$ cat src/rtl/common_types_pkg.sv
// Shared AHB-Lite types for the datapath-to-bus bridge.
// Enum literals carry a type prefix so the IDLE encodings of HTRANS and the FSM can coexist.
package common_types_pkg;

  typedef enum logic [1:0] {
    HTRANS_IDLE   = 2'b00,
    HTRANS_BUSY   = 2'b01,
    HTRANS_NONSEQ = 2'b10,
    HTRANS_SEQ    = 2'b11
  } htrans_t;

  typedef enum logic [2:0] {
    HSIZE_BYTE = 3'b000,
    HSIZE_HALF = 3'b001,
    HSIZE_WORD = 3'b010
  } hsize_t;

  typedef enum logic [1:0] {
    AHBM_IDLE,
    AHBM_ADDR,
    AHBM_DATA
  } ahbm_state_t;

  localparam logic [2:0] HBURST_SINGLE = 3'b000;

  // One latched bus request: everything the address and data phases need.
  typedef struct packed {
    logic [31:0] addr;
    hsize_t      size;
    logic        write;
    logic        is_data;
    logic [31:0] wdata;
  } ahbm_req_t;

endpackage

$ cat src/rtl/ahb_master_if.sv
// Datapath-side request/response bundle for the AHB-Lite master bridge.
interface ahb_master_if;

  logic        iread;
  logic        dread;
  logic [1:0]  dwrite;
  logic [31:0] iaddr;
  logic [31:0] daddr;
  logic [31:0] dstore;
  logic        ihit;
  logic        dhit;
  logic [31:0] iload;
  logic [31:0] dload;

  modport ahb_master (
    input  iread, dread, dwrite, iaddr, daddr, dstore,
    output ihit, dhit, iload, dload
  );

  modport datapath (
    output iread, dread, dwrite, iaddr, daddr, dstore,
    input  ihit, dhit, iload, dload
  );

endinterface

$ cat src/rtl/ahb_lite_master.sv
// Instruction/data request arbiter driving one non-overlapped AHB-Lite single transfer at a time.
// Optional AHB_ERR_CAPTURE_EN adds sticky bus_err / bus_err_addr error capture.
module ahb_lite_master
  import common_types_pkg::*;
#(
  parameter int DATA_PRIORITY = 1
) (
  input  logic                 CLK,
  input  logic                 RST,
  ahb_master_if.ahb_master     amif,
  output logic [31:0]          HADDR,
  output logic [1:0]           HTRANS,
  output logic [2:0]           HSIZE,
  output logic [2:0]           HBURST,
  output logic                 HWRITE,
  output logic [31:0]          HWDATA,
  input  logic [31:0]          HRDATA,
  input  logic                 HREADY,
  input  logic                 HRESP
`ifdef AHB_ERR_CAPTURE_EN
  ,
  output logic                 bus_err,
  output logic [31:0]          bus_err_addr
`endif
);

  ahbm_state_t state_q;
  htrans_t     htrans_q;
  ahbm_req_t   req_q;
  ahbm_req_t   req_d;
  logic [31:0] hwdata_q;

  logic d_req;
  logic i_req;
  logic pick_data;
  logic complete;

  // Arbitration and lane replication for the request that would be latched this cycle.
  always_comb begin
    // NOTE: every always_comb output gets a default first so no path leaves it unassigned (no latch).
    req_d     = '0;
    d_req     = amif.dread || (amif.dwrite != 2'b00);
    i_req     = amif.iread;
    pick_data = d_req && (!i_req || (DATA_PRIORITY != 0));

    if (pick_data) begin
      req_d.addr    = amif.daddr;
      req_d.is_data = 1'b1;
      case (amif.dwrite)
        2'b01: begin
          req_d.size  = HSIZE_BYTE;
          req_d.write = 1'b1;
          req_d.wdata = {4{amif.dstore[7:0]}};
        end
        2'b10: begin
          req_d.size  = HSIZE_HALF;
          req_d.write = 1'b1;
          req_d.wdata = {2{amif.dstore[15:0]}};
        end
        2'b11: begin
          req_d.size  = HSIZE_WORD;
          req_d.write = 1'b1;
          req_d.wdata = amif.dstore;
        end
        default: begin
          req_d.size  = HSIZE_WORD;
          req_d.write = 1'b0;
          req_d.wdata = '0;
        end
      endcase
    end else begin
      req_d.addr    = amif.iaddr;
      req_d.size    = HSIZE_WORD;
      req_d.write   = 1'b0;
      req_d.is_data = 1'b0;
      req_d.wdata   = '0;
    end
  end

  // NOTE: sequential state uses non-blocking assignments so every register samples pre-edge values.
  always_ff @(posedge CLK or posedge RST) begin
    if (RST) begin
      state_q  <= AHBM_IDLE;
      htrans_q <= HTRANS_IDLE;
      req_q    <= '0;
      hwdata_q <= '0;
    end else begin
      case (state_q)
        AHBM_IDLE: begin
          if (d_req || i_req) begin
            state_q  <= AHBM_ADDR;
            htrans_q <= HTRANS_NONSEQ;
            req_q    <= req_d;
          end
        end
        AHBM_ADDR: begin
          if (HREADY) begin
            state_q  <= AHBM_DATA;
            htrans_q <= HTRANS_IDLE;
            hwdata_q <= req_q.wdata;
          end
        end
        AHBM_DATA: begin
          if (HREADY) begin
            state_q <= AHBM_IDLE;
          end
        end
        default: begin
          state_q  <= AHBM_IDLE;
          htrans_q <= HTRANS_IDLE;
        end
      endcase
    end
  end

  // An error response ends with HREADY high, so it completes like any other transfer.
  assign complete = (state_q == AHBM_DATA) && HREADY;

  assign amif.ihit  = complete && !req_q.is_data;
  assign amif.dhit  = complete &&  req_q.is_data;
  assign amif.iload = (amif.ihit && !HRESP) ? HRDATA : '0;
  assign amif.dload = (amif.dhit && !HRESP) ? HRDATA : '0;

  assign HADDR  = req_q.addr;
  assign HTRANS = htrans_q;
  assign HSIZE  = req_q.size;
  assign HBURST = HBURST_SINGLE;
  assign HWRITE = req_q.write;
  assign HWDATA = hwdata_q;

`ifdef AHB_ERR_CAPTURE_EN
  logic        bus_err_q;
  logic [31:0] bus_err_addr_q;

  always_ff @(posedge CLK or posedge RST) begin
    if (RST) begin
      bus_err_q      <= 1'b0;
      bus_err_addr_q <= '0;
    end else if (complete && HRESP) begin
      bus_err_q      <= 1'b1;
      bus_err_addr_q <= req_q.addr;
    end
  end

  assign bus_err      = bus_err_q;
  assign bus_err_addr = bus_err_addr_q;
`endif

endmodule

$ cat src/flat_wrapper.sv
// flat-port wrapper written by rule: the top's interface ports become plain ports
module ahb_lite_master_flat import common_types_pkg::*;
#(
  parameter int DATA_PRIORITY = 1
)
  (CLK, RST, HADDR, HTRANS, HSIZE, HBURST, HWRITE, HWDATA, HRDATA, HREADY, HRESP, amif_iread, amif_dread, amif_dwrite, amif_iaddr, amif_daddr, amif_dstore, amif_ihit, amif_dhit, amif_iload, amif_dload);
  ahb_master_if amif_i ();
  input  logic CLK;
  input  logic RST;
  output logic [31:0] HADDR;
  output logic [1:0] HTRANS;
  output logic [2:0] HSIZE;
  output logic [2:0] HBURST;
  output logic HWRITE;
  output logic [31:0] HWDATA;
  input  logic [31:0] HRDATA;
  input  logic HREADY;
  input  logic HRESP;
  input wire logic [$bits(amif_i.iread)-1:0] amif_iread;
  input wire logic [$bits(amif_i.dread)-1:0] amif_dread;
  input wire logic [$bits(amif_i.dwrite)-1:0] amif_dwrite;
  input wire logic [$bits(amif_i.iaddr)-1:0] amif_iaddr;
  input wire logic [$bits(amif_i.daddr)-1:0] amif_daddr;
  input wire logic [$bits(amif_i.dstore)-1:0] amif_dstore;
  output wire logic [$bits(amif_i.ihit)-1:0] amif_ihit;
  output wire logic [$bits(amif_i.dhit)-1:0] amif_dhit;
  output wire logic [$bits(amif_i.iload)-1:0] amif_iload;
  output wire logic [$bits(amif_i.dload)-1:0] amif_dload;
  assign amif_i.iread = amif_iread;
  assign amif_i.dread = amif_dread;
  assign amif_i.dwrite = amif_dwrite;
  assign amif_i.iaddr = amif_iaddr;
  assign amif_i.daddr = amif_daddr;
  assign amif_i.dstore = amif_dstore;
  assign amif_ihit = amif_i.ihit;
  assign amif_dhit = amif_i.dhit;
  assign amif_iload = amif_i.iload;
  assign amif_dload = amif_i.dload;
  ahb_lite_master #(.DATA_PRIORITY(DATA_PRIORITY)) u_core (.CLK(CLK), .RST(RST), .amif(amif_i), .HADDR(HADDR), .HTRANS(HTRANS), .HSIZE(HSIZE), .HBURST(HBURST), .HWRITE(HWRITE), .HWDATA(HWDATA), .HRDATA(HRDATA), .HREADY(HREADY), .HRESP(HRESP));
endmodule
$ cat config.mk
export PLATFORM = sky130hd
export DESIGN_NAME = ahb_lite_master_flat
export DESIGN_NICKNAME = d
export VERILOG_FILES = /design/src/rtl/common_types_pkg.sv /design/src/rtl/ahb_master_if.sv /design/src/rtl/ahb_lite_master.sv /design/src/flat_wrapper.sv
export SDC_FILE = /design/constraint.sdc
export NUM_CORES = 1
export LEC_CHECK = 0
export CAP_MARGIN = 30
export CORE_UTILIZATION = 30
export CTS_BUF_LIST = sky130_fd_sc_hd__clkbuf_4 sky130_fd_sc_hd__clkbuf_8
export DETAILED_ROUTE_END_ITERATION = 7
export GPL_TIMING_DRIVEN = 0
export SETUP_SLACK_MARGIN = 0.2
export SLEW_MARGIN = 10
export SYNTH_ARGS = -nofsm -noshare
export SYNTH_HDL_FRONTEND = slang
export SYNTH_SLANG_ARGS = --single-unit
$ cat constraint.sdc
create_clock -name CLK -period 8.6 [get_ports CLK]
set_input_delay 1.72 -clock CLK [delete_from_list [all_inputs] [get_ports CLK]]
set_output_delay 1.72 -clock CLK [all_outputs]
set_load 0.005 [all_outputs]
### After elaboration in Yosys (flattened, before gate mapping)

Cells that the tools add are included.

* bits of input ports: 136
* word-level logic and storage cells: 43
* flip-flop bits (word level): 105

* bitwise operators: 1
* muxes and demuxes: 11
* equality and inequality tests: 8
* reductions and logical operators: 15

Operator list (count)
* case mux 32 bit (3 select lines): 1
* 2-to-1 mux 69 bit: 1
* 2-to-1 mux 32 bit: 2
* case mux 2 bit (3 select lines): 2
* case mux 3 bit (3 select lines): 1
* 2-to-1 mux 2 bit: 4
* == test 2 bit, second input constant: 3
* AND reduction 3 bit: 2
* logical AND 1 bit: 5
* == test 2 x 1 -> 1 bit, second input constant: 2
* != test 2 bit, second input constant: 2
* AND reduction 2 bit: 2
* zero test 1 bit: 2
* zero test 2 bit: 1
* logical OR 1 bit: 2
* != test 2 x 1 -> 1 bit, second input constant: 1
* nonzero test 2 bit: 1
* NOT 1 bit: 1

### Logic depth before layout (Yosys ltp)

Gate-level depths: netlist of the first run.

* depth in word-level cells: 5
* mapped depth: 9

### Worst setup path before layout of the first run

OpenSTA, ideal clock, no wires.

* kind: input port to output port
* start point: input HREADY
* end point: output amif_dload[10]
* data arrival time: 2.389 ns
* stages: 4
* buffers on the path: 1
* required time: 6.880 ns
* setup slack: 4.491 ns
* path through: and4b_1 and2b_1 clkbuf_2 and2_1

* cells in the longest elaborated chain, start to end: 4

Ends and longest elaborated chain
* start, declared: line flat_wrapper.sv:17 `input logic HREADY;`
* logical AND 1 bit: line ahb_lite_master.sv:117 `assign complete = (state_q == AHBM_DATA) && HREADY;`
* logical AND 1 bit: line ahb_lite_master.sv:120 `assign amif.dhit = complete && req_q.is_data;`
* logical AND 1 bit: line ahb_lite_master.sv:122 `assign amif.dload = (amif.dhit && !HRESP) ? HRDATA : '0;`
* 2-to-1 mux 32 bit: line ahb_lite_master.sv:122
* end, declared: line flat_wrapper.sv:28 `output wire logic [$bits(amif_i.dload)-1:0] amif_dload;`

Every way passes these cells.

### Worst setup path in the final report of the first run

* start point: input HREADY
* end point: output amif_iload[3]

* cells in the longest elaborated chain, start to end: 4

Ends and longest elaborated chain
* logical AND 1 bit: line ahb_lite_master.sv:117
* logical AND 1 bit: line ahb_lite_master.sv:119 `assign amif.ihit = complete && !req_q.is_data;`
* logical AND 1 bit: line ahb_lite_master.sv:121 `assign amif.iload = (amif.ihit && !HRESP) ? HRDATA : '0;`
* 2-to-1 mux 32 bit: line ahb_lite_master.sv:121
* end, declared: line flat_wrapper.sv:27 `output wire logic [$bits(amif_i.iload)-1:0] amif_iload;`

Every way passes these cells.

==> flow_metrics.env, run 1 <==
export IMPL_crit_type="in -> out"
export IMPL_synthMuxAreaShare_pct=22.2
export IMPL_pre_cts_ws_ps=3060
export IMPL_wl_microns=17200
export IMPL_drc_errors=0
export IMPL_finalSetupViolCount=0
export IMPL_hold_viol_final=0
export IMPL_drv_slew=0
export IMPL_antenna_found_initial=1
export IMPL_clock_fmax_ghz=0.182
export IMPL_rr_endpoint="u_core.req_q[5]"
export IMPL_syn_mean_instance_area_sq_um=12.8
export IMPL_status="finished clean"
export IMPL_post_cts_setup_buffers=0
export IMPL_gp_congestion=0.781
export IMPL_synth_fa_ha_area_share_pct=1.38
export IMPL_grt_max_degree=63
export IMPL_synth_top_family_by_area="multiplexers"
export IMPL_fin_tns_setup_ps=0
export IMPL_dieArea_sq_um=18600
export IMPL_cts_root_buf="clkbuf_8"
export IMPL_numCtsBuffers=9
export IMPL_final_common_cell="clkdlybuf4s50_1"
export IMPL_ant_nets=0
export IMPL_leakagePower_nw=3.77
export IMPL_final_cells=937
export IMPL_r2r_setup_slack_ps=7080
export IMPL_fp_row_count=48
export IMPL_dp_hpwl_microns=13900
export IMPL_crit_path_max_fanout=10
export IMPL_drt_first_pass_iters=6
export IMPL_yosysWarnings=0
export IMPL_max_vdd_ir_drop_mv=0.128
export IMPL_hold_path_depth=2
export IMPL_maxCapViolCount=0
export IMPL_async_flop_share_pct=100
export IMPL_gr_total_overflow=0
export IMPL_clockBufferDepth=2
export IMPL_grtUsageTotal_pct=18.5
export IMPL_cp_data_required_time_ps=6880
export IMPL_first_global_vias=4554
export IMPL_cts_hold_buf=0
export IMPL_min_path_type="reg -> reg"
export IMPL_syn_inst=423
export IMPL_synth_cell_types=32
export IMPL_clk_pin_slew_ps=90
export IMPL_core_sq_um=17500
export IMPL_fin_crit_sh_pct=64.0
export IMPL_crit_end="amif_iload[3]"
export IMPL_h_tree_depth=3
export IMPL_die_h_microns=137
export IMPL_powerDensity_nw_per_um2=258
export IMPL_worst_pin_slew_ps=556
export IMPL_dp_cells=922
export IMPL_drive_gt1_share_pct=25.6
export IMPL_vias=4344
export IMPL_crit_start="HREADY"
export IMPL_wl_per_cell_microns=18.4
export IMPL_cts_tree="done"
export IMPL_clock_latency_ps=380
export IMPL_n_antenna_cell=0
export IMPL_slew_headroom_pct=62.9
export IMPL_syn2layout_area_growth_pct=59.3
export IMPL_rsz0062_at_grt="false"
export IMPL_start_kind="input port"
export IMPL_port_buffers=269
export IMPL_grt_pass1_wl_microns=25300
export IMPL_pin_count=275
export IMPL_synthXorXnorAreaFrac_pct=0
export IMPL_r2r_cells=3
export IMPL_num_nets_final=850
export IMPL_syn_area_sq_um=5430
export IMPL_synth_simple_area_share_pct=10.0
export IMPL_fin_crit_ps=5500
export IMPL_start_util_pct=31.1
export IMPL_synth_edf_count=0
export IMPL_yosysSeqAreaShare_pct=47.5
export IMPL_fin_ws_ps=3100
export IMPL_cts_sinks=103
export IMPL_cp_data_arrival_time_ps=3780
export IMPL_endpoint_kind="output port"
export IMPL_ys_ff_latch=103
export IMPL_dominantRegCellSynth="dfrtp_1"
export IMPL_cts_resized=0
export IMPL_hold_slack_ps=487
export IMPL_drtIter0Drc=242
export IMPL_final_cell_mix="269 x clkdlybuf4s50_1, 103 x dfrtp_1, 69 x mux2_2"
export IMPL_clock_skew_ps=9.17
export IMPL_fp_dieW_microns=137
export IMPL_viasPerCell=4.64
export IMPL_synth_compound_area_share_pct=9.75
export IMPL_r2r_start="u_core.state_q[1]"
==> worst min path at each step <==
stage	start	endpoint	slack [ps]
after floorplan	u_core.req_q[10]	u_core.req_q[10]	450
after global placement	u_core.HTRANS[1]	u_core.HTRANS[1]	460
after detailed placement	u_core.req_q[30]	u_core.req_q[30]	470
after CTS	u_core.req_q[22]	u_core.req_q[22]	500
after global routing	u_core.req_q[8]	u_core.req_q[8]	510
final	u_core.HTRANS[1]	u_core.HTRANS[1]	490
==> layer usage <==
metal / track usage (%) / vias to the layer above / wire length (microns)
li1: - / 2021 / -
met1: 20.1 / 2101 / 6070
met2: 34.1 / 201 / 9220
met3: 4.33 / 21 / 1560
met4: 7.90 / 0 / 347
met5: 0 / - / 0
==> through the flow <==
step	cell area, sq um	util (%)	power [mW]
finish	8650	49.5	2.23
floorplan	5440	-	1.39
CTS	8650	49.5	2.27
detailed placement	8450	48.3	1.94
global route	8650	49.5	2.37
global placement	8420	48.2	1.92
==> where the power goes <==
group | internal [mW] | total, mW | switching [mW]
clock network | 0.145 | 0.313 | 0.168
registers | 0.710 | 0.839 | 0.129
logic | 0.707 | 1.08 | 0.369
==> synthesized netlist by cell type (2+ instances only) <==
cell	n	share of area, %
dfrtp_1	103	47
mux2_2	69	14
and2_1	64	7.4
buf_4	45	6.2
mux2_4	28	7.7
o2bb2ai_1	25	4.0
a22oi_1	16	2.2
a22o_1	9	1.5
buf_2	9	0.83
a222oi_1	8	1.5
clkbuf_1	6	0.41
ha_1	6	1.4
inv_1	4	0.28
buf_8	3	0.83
clkbuf_2	3	0.28
nand2_1	3	0.21
nand2b_1	3	0.35
o21ai_0	3	0.28
nand3b_2	2	0.41
nor2_1	2	0.14
==> final cells by class <==
type,instances,area [sq um]
buffer,67,477
clock inverter,4,53.8
multi-input combinational,253,2370
inverter,4,17.5
fill,1560,8830
tap,225,282
timing repair buffer,270,2720
clock buffer,11,145
sequential,103,2580
==> worst max-delay path: stages <==
cell	delay, ps
clkdlybuf4s50_1	570
nand3b_1	150
nor3_2	300
clkbuf_1	300
and2_1	180
clkdlybuf4s50_1	570
==> cells by family (layout without fill, tap and decap cells) <==
kind of cell,after synthesis,count (layout)
adder cells (fa/ha/maj),6,6
buffers and inverters,71,356
AO/OA/AOI/OAI,62,62
AND/OR/NAND/NOR,82,82
multiplexers,98,98
other,1,5
flip-flops,103,103
==> flip-flops by register name, indices dropped and copies added (netlist names) <==
name	cells
u_core.HADDR	32
u_core.HWRITE	1
u_core.HTRANS	1
u_core.req_q	33
u_core.HSIZE	2
u_core.HWDATA	32
u_core.state_q	2
Power figures use the tool's default switching activity.
==> inputs of run 2 (changes only) <==
Settings changed: PLACE_DENSITY set to 0.66.
Clock period 8.6 ns to 4.45 ns, I/O delays scaled along.
==> run 2 against run 1 <==
Against the previous run:
- sequential power up 93%
- critical path depth unchanged
- die area unchanged
- core utilization up 0.072 points
- first-iteration DRC count down 13%
- count of clock-buffer cells in the layout down 1
- clock power up 100%
- non-clock buffer count unchanged
- largest cell class unchanged
==> flow_metrics.env, run 2 (synthesized netlist as in run 1, its figures left out) <==
export IMPL_first_global_vias=4579
export IMPL_endpoint_kind="output port"
export IMPL_drtIter0Drc=211
export IMPL_clk_pin_slew_ps=100
export IMPL_maxCapViolCount=0
export IMPL_core_sq_um=17500
export IMPL_drv_slew=0
export IMPL_drive_gt1_share_pct=25.7
export IMPL_grtUsageTotal_pct=18.2
export IMPL_numCtsBuffers=9
export IMPL_start_kind="input port"
export IMPL_slew_headroom_pct=47.8
export IMPL_grt_pass1_wl_microns=25500
export IMPL_fillers=1562
export IMPL_pin_count=275
export IMPL_ant_nets=0
export IMPL_min_path_type="reg -> reg"
export IMPL_crit_type="in -> out"
export IMPL_cts_hold_buf=0
export IMPL_powerDensity_nw_per_um2=500
export IMPL_viasPerCell=4.65
export IMPL_final_cell_mix="269 x clkdlybuf4s50_1, 103 x dfrtp_1, 69 x mux2_2"
export IMPL_drt_first_pass_iters=6
export IMPL_start_util_pct=31.1
export IMPL_antenna_found_initial=1
export IMPL_wl_per_cell_microns=18.0
export IMPL_post_cts_setup_buffers=0
export IMPL_dieArea_sq_um=18600
export IMPL_pre_cts_ws_ps=595
export IMPL_cts_root_buf="clkbuf_8"
export IMPL_cp_data_required_time_ps=3560
export IMPL_fin_crit_ps=3810
export IMPL_max_vdd_ir_drop_mv=0.260
export IMPL_clock_skew_ps=13.4
export IMPL_place_area_sq_um=8440
export IMPL_design_area_sq_um=8660
export IMPL_final_core_util_pct=49.5
export IMPL_vias=4364
export IMPL_largest_reg_flops=33
export IMPL_fin_ws_ps=643
export IMPL_h_tree_depth=3
export IMPL_drc_errors=0
export IMPL_worst_pin_slew_ps=783
export IMPL_num_nets_final=850
export IMPL_rsz0062_at_grt="false"
export IMPL_crit_path_max_fanout=10
export IMPL_fin_crit_sh_pct=85.6
export IMPL_clockBufferDepth=2
export IMPL_clock_fmax_ghz=0.263
export IMPL_hold_viol_final=0
export IMPL_wl_microns=16900
export IMPL_fp_row_count=48
export IMPL_hold_slack_ps=496
export IMPL_finalSetupViolCount=0
export IMPL_gr_total_overflow=0
export IMPL_status="finished clean"
export IMPL_seq_area_sq_um=2580
export IMPL_final_common_cell="clkdlybuf4s50_1"
export IMPL_cts_resized=0
export IMPL_cp_data_arrival_time_ps=2920
export IMPL_top_register="u_core.req_q"
export IMPL_leakagePower_nw=3.78
export IMPL_port_buffers=269
export IMPL_grt_max_degree=62
export IMPL_cts_sinks=103
export IMPL_cts_tree="done"
export IMPL_die_h_microns=137
export IMPL_multiInputGateArea_sq_um=2370
export IMPL_fp_dieW_microns=137
export IMPL_gp_congestion=0.884
export IMPL_syn2layout_area_growth_pct=59.5
export IMPL_dp_hpwl_microns=13400
export IMPL_clock_latency_ps=390
run 2: path summary, 6_finish.rpt:
kind,from,endpoint,slack (ps),depth (start not counted)
setup / recovery,HREADY,amif_iload[28],640,6
hold / removal,u_core.HTRANS[1],u_core.HTRANS[1],500,2
setup reg to reg,u_core.state_q[1],u_core.HWDATA[16],2900,3
hold reg to reg,u_core.HTRANS[1],u_core.HTRANS[1],500,2
max in group asynchronous,RST,u_core.state_q[0],2740,3
min in group asynchronous,RST,u_core.HADDR[21],1000,2
run 2: per-layer routing:
metal,vias up,global-route usage (%),wire (microns)
met3,23,5.89,1620
met5,-,0,0
li1,2038,-,-
met4,0,6.05,299
met2,195,31.6,8650
met1,2108,20.9,6320
run 2: cell type report:
type | count | area share (%)
clock buffers | 10 | 1.52
clock inverters | 6 | 0.983
inverters | 4 | 0.202
multi-input cells | 253 | 27.4
well taps | 225 | 3.25
repair buffers | 270 | 31.3
flip-flops and latches | 103 | 29.8
diodes | 1 | 0.0289
plain buffers | 67 | 5.51
run 2: per-stage QoR:
step | total power [mW] | setup TNS (ps) | instances
floorplan | 2.69 | 0 | 427
global placement | 3.69 | -65050 | 921
global route | 4.61 | 0 | 939
finish | 4.33 | 0 | 939
CTS | 4.40 | 0 | 938
detailed placement | 3.75 | 0 | 922
run 2: worst max-delay path, stage by stage:
cell and delay, ps:
clkdlybuf4s50_1 580, nand3b_1 140, nor3_2 300, clkbuf_1 280
and2_1 180, clkdlybuf4s50_1 540
run 2: report_power, final:
group	total, mW	switching, mW	internal (mW)
Clock	0.634	0.354	0.281
Combinational	2.07	0.705	1.37
Sequential	1.62	0.251	1.37
Total	4.33	1.31	3.02
==> inputs of run 3 (changes only) <==
Settings changed: CORE_UTILIZATION 30 to 25, PLACE_DENSITY 0.66 to not set.
==> run 3 against run 2 <==
Against the previous run:
- maximum frequency fell by 2.6%
- critical path depth did not move
- sequential power barely moved
- non-clock buffer count did not move
- wire length rose by 4.1%
- worst setup slack got worse by 100 ps
- highest routed layer unchanged
==> flow_metrics.env, run 3 (synthesized netlist as in run 1, its figures left out) <==
export IMPL_worst_pin_slew_ps=704
export IMPL_port_buffers=269
export IMPL_drt_first_pass_iters=8
export IMPL_cts_root_buf="clkbuf_8"
export IMPL_wl_microns=17600
export IMPL_hold_path_depth=2
export IMPL_drive_gt1_share_pct=25.7
export IMPL_powerDensity_nw_per_um2=491
export IMPL_drc_errors=0
export IMPL_numCtsBuffers=9
export IMPL_cp_data_required_time_ps=3560
export IMPL_top_register="u_core.req_q"
export IMPL_cts_hold_buf=0
export IMPL_grtUsageTotal_pct=15.6
export IMPL_syn2layout_area_growth_pct=60.2
export IMPL_fin_crit_ps=3910
export IMPL_fp_row_count=53
export IMPL_h_tree_depth=3
export IMPL_dieArea_sq_um=22300
export IMPL_seq_area_sq_um=2580
export IMPL_vias=4348
export IMPL_hold_end="u_core.HTRANS[1]"
export IMPL_crit_type="in -> out"
export IMPL_crit_path_max_fanout=10
export IMPL_fin_crit_sh_pct=87.9
export IMPL_maxCapViolCount=0
export IMPL_finalSetupViolCount=0
export IMPL_antenna_found_initial=0
export IMPL_endpoint_kind="output port"
export IMPL_cp_data_arrival_time_ps=3020
export IMPL_clock_latency_ps=390
export IMPL_final_cell_mix="269 x clkdlybuf4s50_1, 103 x dfrtp_1, 69 x mux2_2"
export IMPL_dp_cells=972
export IMPL_pin_count=275
export IMPL_grt_max_degree=54
export IMPL_n_antenna_cell=0
export IMPL_viasPerCell=4.40
export IMPL_cts_tree="done"
export IMPL_final_cells=988
export IMPL_fp_dieW_microns=149
export IMPL_gp_congestion=0.872
export IMPL_cts_sinks=103
export IMPL_final_common_cell="clkdlybuf4s50_1"
export IMPL_core_sq_um=21200
export IMPL_status="finished clean"
export IMPL_start_util_pct=25.7
export IMPL_dp_hpwl_microns=14200
export IMPL_max_vdd_ir_drop_mv=0.238
export IMPL_cts_resized=0
export IMPL_rr_endpoint="u_core.HWDATA[22]"
export IMPL_largest_reg_flops=33
export IMPL_clock_fmax_ghz=0.256
export IMPL_min_path_type="reg -> reg"
export IMPL_r2r_start="u_core.state_q[1]"
export IMPL_clockBufferDepth=2
export IMPL_clk_pin_slew_ps=110
export IMPL_slew_headroom_pct=53.1
export IMPL_drtIter0Drc=122
export IMPL_gr_total_overflow=0
export IMPL_die_h_microns=149
export IMPL_final_core_util_pct=41.1
export IMPL_drv_slew=0
export IMPL_clock_skew_ps=12.5
export IMPL_hold_slack_ps=494
export IMPL_hold_viol_final=0
export IMPL_ant_nets=0
export IMPL_leakagePower_nw=3.77
export IMPL_first_global_vias=4544
export IMPL_fillers=2021
export IMPL_rsz0062_at_grt="false"
export IMPL_start_kind="input port"
export IMPL_post_cts_setup_buffers=0
export IMPL_r2r_setup_slack_ps=2890
export IMPL_multiInputGateArea_sq_um=2370
export IMPL_grt_pass1_wl_microns=26200
export IMPL_r2r_cells=3
export IMPL_wl_per_cell_microns=17.8
export IMPL_holdCritStartpoint="u_core.HTRANS[1]"
export IMPL_num_nets_final=850
run 3: cell count changes in the layout (fill, tap and decap cells not counted):
cell	previous run	this run
buf_12	1	0
buf_16	0	1
bufinv_16	1	0
clkbuf_4	1	0
clkinv_2	0	1
diode_2	1	0
inv_6	1	4
inv_8	2	0
run 3: where the power goes:
| part | switching [mW] | leakage, nW | internal [mW] |
|---|---|---|---|
| registers | 0.245 | 1.30 | 1.37 |
| logic | 0.711 | 2.38 | 1.37 |
| clock network | 0.365 | 0.0938 | 0.216 |
run 3: how the worst max path moves through the flow:
stage	slack, ps	end	cells past startpoint	startpoint
6_report	540	amif_iload[15]	6	HREADY
3_5_place_dp	530	amif_iload[13]	6	HREADY
5_1_grt	380	amif_iload[15]	6	HREADY
2_1_floorplan	860	u_core.HADDR[0]	1	RST
4_1_cts	510	amif_iload[13]	6	HREADY
3_3_place_gp	-690	u_core.HWDATA[9]	2	RST
run 3: worst max-delay path: stages:
cell	delay (ps)
clkdlybuf4s50_1	600
nand3b_1	160
nor3_2	340
clkbuf_1	300
and2_1	180
clkdlybuf4s50_1	560
run 3: final cells by class:
cell class,count,share of cell area (%)
multi-input combinational,253,27.3
timing repair buffer,270,31.3
tap,275,3.96
buffer,67,5.48
inverter,4,0.201
sequential,103,29.6
clock buffer,9,1.42
clock inverter,7,0.734
run 3: metal layers:
layer  track usage [%]  routed length (microns)
met1              18.2                     7080
met2              27.8                     8810
met3              3.49                     1350
met4              5.36                      344
met5                 0                        0
run 3: metrics by stage:
step | area, sq um | worst slack (ps) | total power [mW] | TNS [ps]
5_1_grt | 8700 | 383 | 4.57 | 0
6_report | 8700 | 540 | 4.27 | 0
4_1_cts | 8700 | 511 | 4.36 | 0
3_3_place_gp | 8480 | -689 | 3.70 | -70120
3_5_place_dp | 8510 | 527 | 3.76 | 0
2_1_floorplan | 5440 | 856 | 2.69 | 0
